### src/rtl/ram_read_arbiter_pkg.sv
// Shared types and defaults for the two-port byte-serial RAM read arbiter.
// Port 0 is instruction fetch, port 1 is data load.
package ram_read_arbiter_pkg;

    localparam int ADDR_W_DEF = 8;
    localparam int BYTES_DEF  = 4;

    typedef enum logic [1:0] {
        IDLE,
        READ,
        ACK
    } arbState_t;

    typedef logic portId_t;

    localparam portId_t PORT_FETCH = 1'b0;
    localparam portId_t PORT_DATA  = 1'b1;

    function automatic portId_t otherPort(input portId_t p);
        return ~p;
    endfunction

endpackage

### src/rtl/ram_read_arbiter_word_assembler.sv
// Little-endian word assembly from a byte stream: each capture writes one byte lane.
// `assembled` already includes a byte being captured this cycle, so a caller can take the full word on the last capture.
module word_assembler #(
    parameter int BYTES  = 4,
    parameter int LANE_W = (BYTES > 1) ? $clog2(BYTES) : 1
) (
    input  logic                 clk,
    input  logic                 reset,
    input  logic                 captureEn,
    input  logic [LANE_W-1:0]    lane,
    input  logic [7:0]           byteIn,
    output logic [8*BYTES-1:0]   assembled
);

    for (genvar gi = 0; gi < BYTES; gi++) begin : g_lane
        logic       hit;
        logic [7:0] laneReg;

        assign hit = captureEn && (lane == LANE_W'(gi));
        assign assembled[8*gi +: 8] = hit ? byteIn : laneReg;

        always_ff @(posedge clk) begin
            if (reset) begin
                laneReg <= '0;
            end else if (hit) begin
                laneReg <= byteIn;
            end
        end
    end

endmodule

### src/rtl/ram_read_arbiter.sv
// Round-robin arbiter sharing one synchronous-read byte RAM between fetch and load ports.
// Each grant issues BYTES consecutive byte reads and returns a little-endian word with a one-cycle ack.
module ram_read_arbiter
    import ram_read_arbiter_pkg::*;
#(
    parameter int ADDR_W = ADDR_W_DEF,
    parameter int BYTES  = BYTES_DEF
) (
    input  logic                clk,
    input  logic                reset,
    input  logic                readReq0,
    input  logic [ADDR_W-1:0]   readAddr0,
    output logic                readAck0,
    output logic [8*BYTES-1:0]  readValue0,
    input  logic                readReq1,
    input  logic [ADDR_W-1:0]   readAddr1,
    output logic                readAck1,
    output logic [8*BYTES-1:0]  readValue1,
    output logic [ADDR_W-1:0]   ramAddress,
    output logic                ramReadEn,
    input  logic [7:0]          ramData,
    output logic                busy,
    output logic                grantId
);

    localparam int W      = 8 * BYTES;
    localparam int CNT_W  = $clog2(BYTES + 1);
    localparam int LANE_W = (BYTES > 1) ? $clog2(BYTES) : 1;

    arbState_t           stateReg, stateNext;
    logic [CNT_W-1:0]    cntReg, cntNext;
    logic [ADDR_W-1:0]   baseReg, baseNext;
    portId_t             grantReg, grantNext;
    portId_t             lastGrantReg, lastGrantNext;
    logic [W-1:0]        value0Reg, value1Reg;
    logic [W-1:0]        assembled;
    logic                captureEn;
    logic                loadValue;
    logic [LANE_W-1:0]   lane;

    word_assembler #(
        .BYTES  (BYTES),
        .LANE_W (LANE_W)
    ) u_assembler (
        .clk       (clk),
        .reset     (reset),
        .captureEn (captureEn),
        .lane      (lane),
        .byteIn    (ramData),
        .assembled (assembled)
    );

    always_ff @(posedge clk) begin
        if (reset) begin
            stateReg     <= IDLE;
            cntReg       <= '0;
            baseReg      <= '0;
            grantReg     <= PORT_FETCH;
            lastGrantReg <= PORT_DATA;
            value0Reg    <= '0;
            value1Reg    <= '0;
        end else begin
            stateReg     <= stateNext;
            cntReg       <= cntNext;
            baseReg      <= baseNext;
            grantReg     <= grantNext;
            lastGrantReg <= lastGrantNext;
            if (loadValue) begin
                if (grantReg == PORT_FETCH) begin
                    value0Reg <= assembled;
                end else begin
                    value1Reg <= assembled;
                end
            end
        end
    end

    // cntReg walks 0..BYTES in READ: issue byte cnt while cnt<BYTES, capture lane cnt-1 while cnt>0.
    always_comb begin
        stateNext     = stateReg;
        cntNext       = cntReg;
        baseNext      = baseReg;
        grantNext     = grantReg;
        lastGrantNext = lastGrantReg;
        captureEn     = 1'b0;
        loadValue     = 1'b0;
        lane          = '0;

        case (stateReg)
            IDLE: begin
                if (readReq0 || readReq1) begin
                    if (readReq0 && readReq1) begin
                        grantNext = otherPort(lastGrantReg);
                    end else if (readReq1) begin
                        grantNext = PORT_DATA;
                    end else begin
                        grantNext = PORT_FETCH;
                    end
                    baseNext  = (grantNext == PORT_DATA) ? readAddr1 : readAddr0;
                    cntNext   = '0;
                    stateNext = READ;
                end
            end
            READ: begin
                cntNext = cntReg + CNT_W'(1);
                if (cntReg != '0) begin
                    captureEn = 1'b1;
                    lane      = LANE_W'(cntReg - CNT_W'(1));
                end
                if (cntReg == CNT_W'(BYTES)) begin
                    loadValue = 1'b1;
                    stateNext = ACK;
                end
            end
            ACK: begin
                lastGrantNext = grantReg;
                stateNext     = IDLE;
            end
            default: begin
                stateNext = IDLE;
            end
        endcase
    end

    assign busy       = (stateReg != IDLE);
    assign ramReadEn  = (stateReg == READ) && (cntReg < CNT_W'(BYTES));
    assign ramAddress = ramReadEn ? (baseReg + ADDR_W'(cntReg)) : '0;
    assign readAck0   = (stateReg == ACK) && (grantReg == PORT_FETCH);
    assign readAck1   = (stateReg == ACK) && (grantReg == PORT_DATA);
    assign readValue0 = value0Reg;
    assign readValue1 = value1Reg;
    assign grantId    = grantReg;

endmodule
### config.mk
export PLATFORM = sky130hd
export DESIGN_NAME = ram_read_arbiter
export DESIGN_NICKNAME = d
export VERILOG_FILES = /design/src/rtl/ram_read_arbiter_pkg.sv /design/src/rtl/ram_read_arbiter_word_assembler.sv /design/src/rtl/ram_read_arbiter.sv
export SDC_FILE = /design/constraint.sdc
export NUM_CORES = 1
export LEC_CHECK = 0
export BUFFER_PORTS_ARGS = -buffer_cell sky130_fd_sc_hd__clkbuf_2
export CAP_MARGIN = 0
export CORE_MARGIN = 10
export CORE_UTILIZATION = 53
export CTS_CLUSTER_SIZE = 10
export DETAILED_ROUTE_END_ITERATION = 8
export GPL_TIMING_DRIVEN = 0
export HOLD_SLACK_MARGIN = 0.06
export PLACE_DENSITY = 0.9
export SLEW_MARGIN = 20
export SYNTH_ARGS = -nofsm -noshare
export SYNTH_HDL_FRONTEND = slang
export SYNTH_SLANG_ARGS = --single-unit
### constraint.sdc
create_clock -name clk -period 1.97 [get_ports clk]
set_input_delay 0.0985 -clock clk [delete_from_list [all_inputs] [get_ports clk]]
set_output_delay 0.0985 -clock clk [all_outputs]
set_load 0.005 [all_outputs]
# Word-level counts from Yosys, hierarchy flattened

Index checks and enable logic that the tools add are counted.

Add/subtract/negate cells: 3
Multiply operators: 0
Divide/modulo/power cells: 0
Order comparisons: 1
Eq/ne operators: 8
Shifts and indexed selects: 0
Muxes and demuxes: 21
Bitwise gates (word level): 2
Reduce and logical (&&, ||, !) cells: 19

Operators by type and width:

| kind                | count |
|---|---|
| $mux 8              | 6 |
| $reduce_and 2->1    | 5 |
| $add 8x3->8         | 1 |
| $logic_and 1x1->1   | 8 |
| $mux 1              | 8 |
| $mux 2              | 4 |
| $eq 2x2->1 const B  | 3 |
| $pmux 3 s2          | 1 |
| $eq 2x1->1 const B  | 2 |
| $logic_not 2->1     | 2 |
| $ne 2x2->1 const B  | 2 |
| $pmux 2 s2          | 1 |
| $reduce_bool 2->1   | 2 |
| $add 3x1->3 const B | 1 |
| $eq 3x3->1 const B  | 1 |
| $lt 3x3->1 const B  | 1 |
| $mux 3              | 1 |
| $reduce_bool 3->1   | 1 |
| $not 1->1           | 2 |
| $sub 2x1->2 const B | 1 |
| $logic_or 1x1->1    | 1 |

Register bits: 111
Latch bits: 0
RAM bits: 0
Bits in read-only memories: 0
Bits of input ports: 28
Output and inout port bits: 77
Word-level logic and storage cells: 65
Memories kept: 0

# Longest topological paths before layout

Depth in word-level cells: 6
Gate-level depth with buffers: 7
Depth with buffers taken out: 5

# Modules after synthesis

Synthesis repeated with hierarchy kept, for this count alone.

Cell total of the unflattened synthesis: 562
Area total of the unflattened synthesis: 5,086.1 sq um

By module, submodules not included:

| module           | times used | cells each | area an instance (sq um) | seq. area each (sq um) |
|---|---|---|---|---|
| ram_read_arbiter | 1          | 410        | 3,410.8                  | 1,581.5 |
| word_assembler   | 1          | 152        | 1,675.4                  | 640.6 |

# Least setup slack after synthesis

Ideal clock, no wire load.

Path type: reg2reg
Start point: reg cntReg[0]
End point: reg value0Reg[18] (netlist: readValue0[18])
Setup time: 0.137 ns
Arrival time: 1.604 ns
Required time: 1.833 ns
Setup slack: 0.229 ns
Stages on the path, launching flop included: 8
Cells stage by stage: dfxtp_1 -> inv_1 -> ha_1 -> buf_4 -> mux2_4 -> buf_4 -> nand3_1 -> a311oi_1

Longest elaborated chain between the ends: 6
Elaborated cells between the ends (all ways): 13
Those cells by class: add/sub (1); eq/ne (2); mux (7); reduce/logical (3)

Ends and longest elaborated chain:

| what                                                    | RTL line                                         | RTL |
|---|---|---|
| start: declaration                                      | ram_read_arbiter.sv:31                           | `logic [CNT_W-1:0] cntReg, cntNext;` |
| start signal: assignment                                | ram_read_arbiter.sv:64                           | `cntReg <= cntNext;` |
| $sub 2x1->2 / $reduce_bool 3->1 (equally long branches) | ram_read_arbiter.sv:108, ram_read_arbiter.sv:106 |  |
| $mux 2                                                  | ram_read_arbiter.sv:106                          | `if (cntReg != '0) begin` |
| $mux 2                                                  | ram_read_arbiter.sv:89                           | `case (stateReg)` |
| $eq 2x2->1                                              | ram_read_arbiter_word_assembler.sv:19            | `assign hit = captureEn && (lane == LANE_W'(gi));` |
| $logic_and 1x1->1                                       | ram_read_arbiter_word_assembler.sv:19            |  |
| $mux 8                                                  | ram_read_arbiter_word_assembler.sv:20            | `assign assembled[8*gi +: 8] = hit ? byteIn : laneReg;` |
| end signal: assignment                                  | ram_read_arbiter.sv:70                           | `value0Reg <= assembled;` |
| end: declaration                                        | ram_read_arbiter.sv:35                           | `logic [W-1:0] value0Reg, value1Reg;` |

Several ways; a longest one is shown, not always the timed one.
A chain may end at the register's enable or synchronous reset.

# Worst setup path in the final report

Start point: reg cntReg[0]
End point: out ramAddress[4]

Longest elaborated chain between the ends: 3
Elaborated cells between the ends (all ways): 4
Those cells by class: add/sub (1); order compare (1); mux (1); reduce/logical (1)

Ends and longest elaborated chain:

| what                                                | RTL line                | RTL |
|---|---|---|
| branches (longest 2 deep; another with $add 8x3->8) | --                      |  |
| $mux 8 (*)                                          | ram_read_arbiter.sv:127 | `assign ramAddress = ramReadEn ? (baseReg + ADDR_W'(cntReg)) : '0;` |
| end: declaration                                    | ram_read_arbiter.sv:19  | `output logic [ADDR_W-1:0] ramAddress,` |

Every way passes the cells marked *.

==> flow_metrics.py <==
metrics = {
    "setup_path": {
        "cp_cell_sequence": "ha_4 -> fa_2 -> a21oi_4 -> o21ai_1 -> a21oi_1 -> buf_2",
        "slowest_stage": "fa_2",
        "crit_fanout": 4,
        "required_ns": 1.87,
        "r2r-end": "readValue0[18]",
        "cp-start-kind": "flop",
        "crit_path_end": "ramAddress[4]",
        "criticalPathCategory": "flop to output pin",
        "r2r_slack_ns": 0.03,
        "rr_startpoint": "cntReg[0]",
        "slowest_delay_ns": 0.41,
        "rr_worst_depth": 7,
        "cp.arrival_ns": 1.86,
        "end_kind": "output pin",
        "crit_start": "cntReg[0]",
    },
    "floorplan": {
        "die_y_um": 112.6,
        "die_area_mm2": 0.01268,
        "pin_count": 105,
        "num_rows": 33,
        "coreArea_mm2": 0.008299,
        "die_w_um": 112.6,
        "initial_core_util_pct": 54.79,
    },
    "sta": {
        "drv_slew": 0,
        "period_minus_slack_ns": 1.961,
        "finalCritPeriodShare_pct": 99.55,
        "worstMarginPinSlew_ns": 0.6198,
        "worst_clock_skew_ns": 0.01026,
        "hold_viol": 0,
        "fin_tns_setup_ns": 0,
        "setup_viol_count_final": 0,
        "rsz0062_at_grt": "yes",
        "max_slew_margin_pct": 58.68,
        "fmax_ghz": 0.5099,
    },
    "layout": {
        "finalInstanceArea_mm2": 0.005615,
        "n_antenna_cell": 0,
        "syn_to_final_growth_pct": 23.50,
        "fin_util_pct": 67.66,
        "fillers": 624,
        "final_nets": 648,
        "drive_gt1_share_pct": 30.15,
    },
    "routing": {
        "wl_per_cell_um": 20.02,
        "via_per_inst": 6.292,
        "routed_wl_mm": 14.46,
        "dr.pass1.iters": 5,
        "drc": 0,
        "route.vias.total": 4543,
        "ant_nets": 0,
        "drtIter0Drc": 391,
    },
    "yosys": {
        "synth_seq_cells": 111,
        "synth_top_cells_by_count": "a21oi_1 (115), dfxtp_1 (111), a211oi_1 (40)",
        "ys_async_sr_fraction_pct": 0,
        "synth_most_common_cell": "a21oi_1",
        "syn-num-nets": 525,
        "yosysTopAreaCell": "dfxtp_1",
        "synth_edf_count": 0,
        "synthTopCellsByArea": "dfxtp_1 (49%), a21oi_1 (13%), a211oi_1 (6.6%), a311oi_1 (6.2%), o21ai_0 (2.3%)",
        "synth_cells": 491,
        "ys.warnings.count": 0,
        "yosysSeqAreaShare_pct": 48.87,
        "yosys_most_used_dff": "dfxtp_1",
        "synth.top_cell.area_share_pct": 48.87,
        "netlist_area_mm2": 0.004547,
        "ys_types": 44,
        "syn_area_per_cell_um2": 9.260,
    },
    "grt": {
        "gr-total-overflow": 0,
        "grt_use_met1_pct": 24.15,
        "first_global_vias": 4568,
        "grt_util_met2_pct": 36.52,
        "grt_pass1_wl_mm": 22.43,
        "antenna_found_initial": 0,
        "grt_usage_pct": 21.42,
        "grtUsageMet3_pct": 6.656,
        "grt.busiest_layer": "met2",
        "grt_max_degree": 18,
    },
    "flow_run": {
        "cap_violations": 0,
    },
    "power": {
        "clockPowerShare_pct": 32.8,
        "ir_drop_mv": 0.4098,
        "p_leak_nw": 2.042,
        "intPower_mw": 3.001,
        "p_comb_share_pct": 10.1,
        "p_seq_share_pct": 57.1,
        "power_density_mw_per_mm2": 721.2,
        "p_sw_mw": 1.049,
        "swShare_pct": 25.90,
    },
    "clocking": {
        "max-clock-path-buffers": 2,
        "cts_num_sinks": 111,
        "cts-buffers-inserted": 9,
        "cts.clk_slew.worst_paths_ns": 0.09,
        "cts-root-buf": "clkbuf_8",
        "clock_latency_ns": 0.38,
        "cts_tree": "built",
        "htreeDepth": 3,
    },
    "placement": {
        "port_buffers": 103,
        "post-dp-hpwl_mm": 10.37,
        "place_area_mm2": 0.005194,
        "gp_congestion": 0.9624,
    },
    "status": {
        "outcome": "finished, final reports clean",
    },
    "worst_hold_path": {
        "hold_path.class": "input pin to flop",
    },
}
==> layer usage <==
layer | wire (um) | part of all wire [%]
met1 | 5501 | 38
met2 | 7158 | 50
met3 | 1366 | 9.4
met4 | 430 | 3.0
met5 | 0 | 0
==> cells by family (layout without fill, tap and decap cells) <==
| family | count (synthesis) | in the layout | share of synthesized area, % |
|---|---|---|---|
| compound gates | 229 | 229 | 31.23 |
| simple gates | 78 | 78 | 9.494 |
| mux | 12 | 12 | 2.834 |
| xor+xnor | 1 | 1 | 0.1927 |
| flops | 111 | 111 | 48.87 |
| fa+ha+maj | 6 | 6 | 1.816 |
| buf+inv | 54 | 180 | 5.559 |
==> how the worst min path moves through the flow <==
stage            startpoint                                to  slack, ns  cells past startpoint
4_1_cts        readAddr0[0]                        baseReg[0]       0.06                      3
5_1_grt          ramData[5]  u_assembler.g_lane[2].laneReg[5]       0.08                      3
2_1_floorplan    ramData[4]  u_assembler.g_lane[3].laneReg[4]       0.29                      2
3_3_place_gp   readAddr0[4]                        baseReg[4]       0.43                      3
6_report       readAddr0[1]                        baseReg[1]       0.06                      3
3_5_place_dp   readAddr0[5]                        baseReg[5]       0.43                      3
==> sequential cells by signal, summed over array words and instances, names as in the netlist <==
| name | cells |
|---|---|
| baseReg | 8 |
| cntReg | 3 |
| grantId | 1 |
| lastGrantReg | 1 |
| readValue0 | 32 |
| readValue1 | 32 |
| stateReg | 2 |
| u_assembler.g_lane.laneReg | 32 |
==> cell usage in the layout, fill, tap and decap left out, types with 3 or more instances in the layout <==
cell type,netlist,layout
o21ai_0,21,19
buf_2,18,15
dfxtp_1,111,106
nand2b_1,5,5
dfxtp_2,0,4
buf_4,4,11
a21oi_1,115,112
nor2_1,7,7
clkbuf_1,20,20
mux2i_1,10,10
o21ai_1,5,5
nand3_1,20,18
a311oi_2,0,5
o21ai_2,9,11
a311oi_1,32,27
nor3b_1,8,8
clkbuf_4,0,3
nand2_1,21,21
or3_1,3,3
clkbuf_2,4,103
dlygate4sd3_1,0,5
clkbuf_8,0,9
a211oi_1,40,40
inv_1,6,6
==> area by class of cell <==
| class | count | area (um2) | share of cell area (%) |
|---|---|---|---|
| flip-flops and latches | 111 | 2231 | 39.73 |
| multi-input cells | 326 | 2201 | 39.19 |
| repair buffers | 112 | 595.6 | 10.61 |
| plain buffers | 47 | 247.7 | 4.412 |
| well taps | 105 | 131.4 | 2.340 |
| clock buffers | 9 | 123.9 | 2.206 |
| clock inverters | 5 | 58.81 | 1.047 |
| inverters | 7 | 26.28 | 0.4679 |
==> worst max-delay path, delay by kind of cell, from the launching register on <==
family | cells | cell delay, ns
buffers and inverters | 1 | 0.13
adder cells (fa/ha/maj) | 2 | 0.58
flip-flops | 1 | 0.38
AO/OA/AOI/OAI | 3 | 0.39
==> power by group through the flow <==
stage	Sequential [mW]	Combinational, mW	Clock (mW)
floorplan	2.35	0.238	0
finish	2.31	0.409	1.33
CTS	2.31	0.390	1.32
detailed placement	2.36	0.360	0
global route	2.32	0.447	1.41
global placement	2.36	0.345	0
==> stage by stage <==
step	cells	setup slack, ns	hold slack [ns]	total power [mW]
final	722	0.008924	0.06147	4.050
after global routing	722	-0.06097	0.07674	4.172
after CTS	720	0.004591	0.06140	4.018
after detailed placement	699	-0.1953	0.4297	2.720
after global placement	699	-0.07206	0.4256	2.702
after floorplan	491	0.2294	0.2927	2.586
==> timing repair <==
item | in CTS | in global routing
pin swaps | 3 | 8
endpoints found under the hold margin | 3 | 0
gates resized for setup | 16 | 30
cloned | 0 | 0
hold buffers | 5 | 0
setup endpoints to repair | 68 | 69
buffers inserted | 2 | 2
Note: power is estimated with default switching activity, not from simulation.
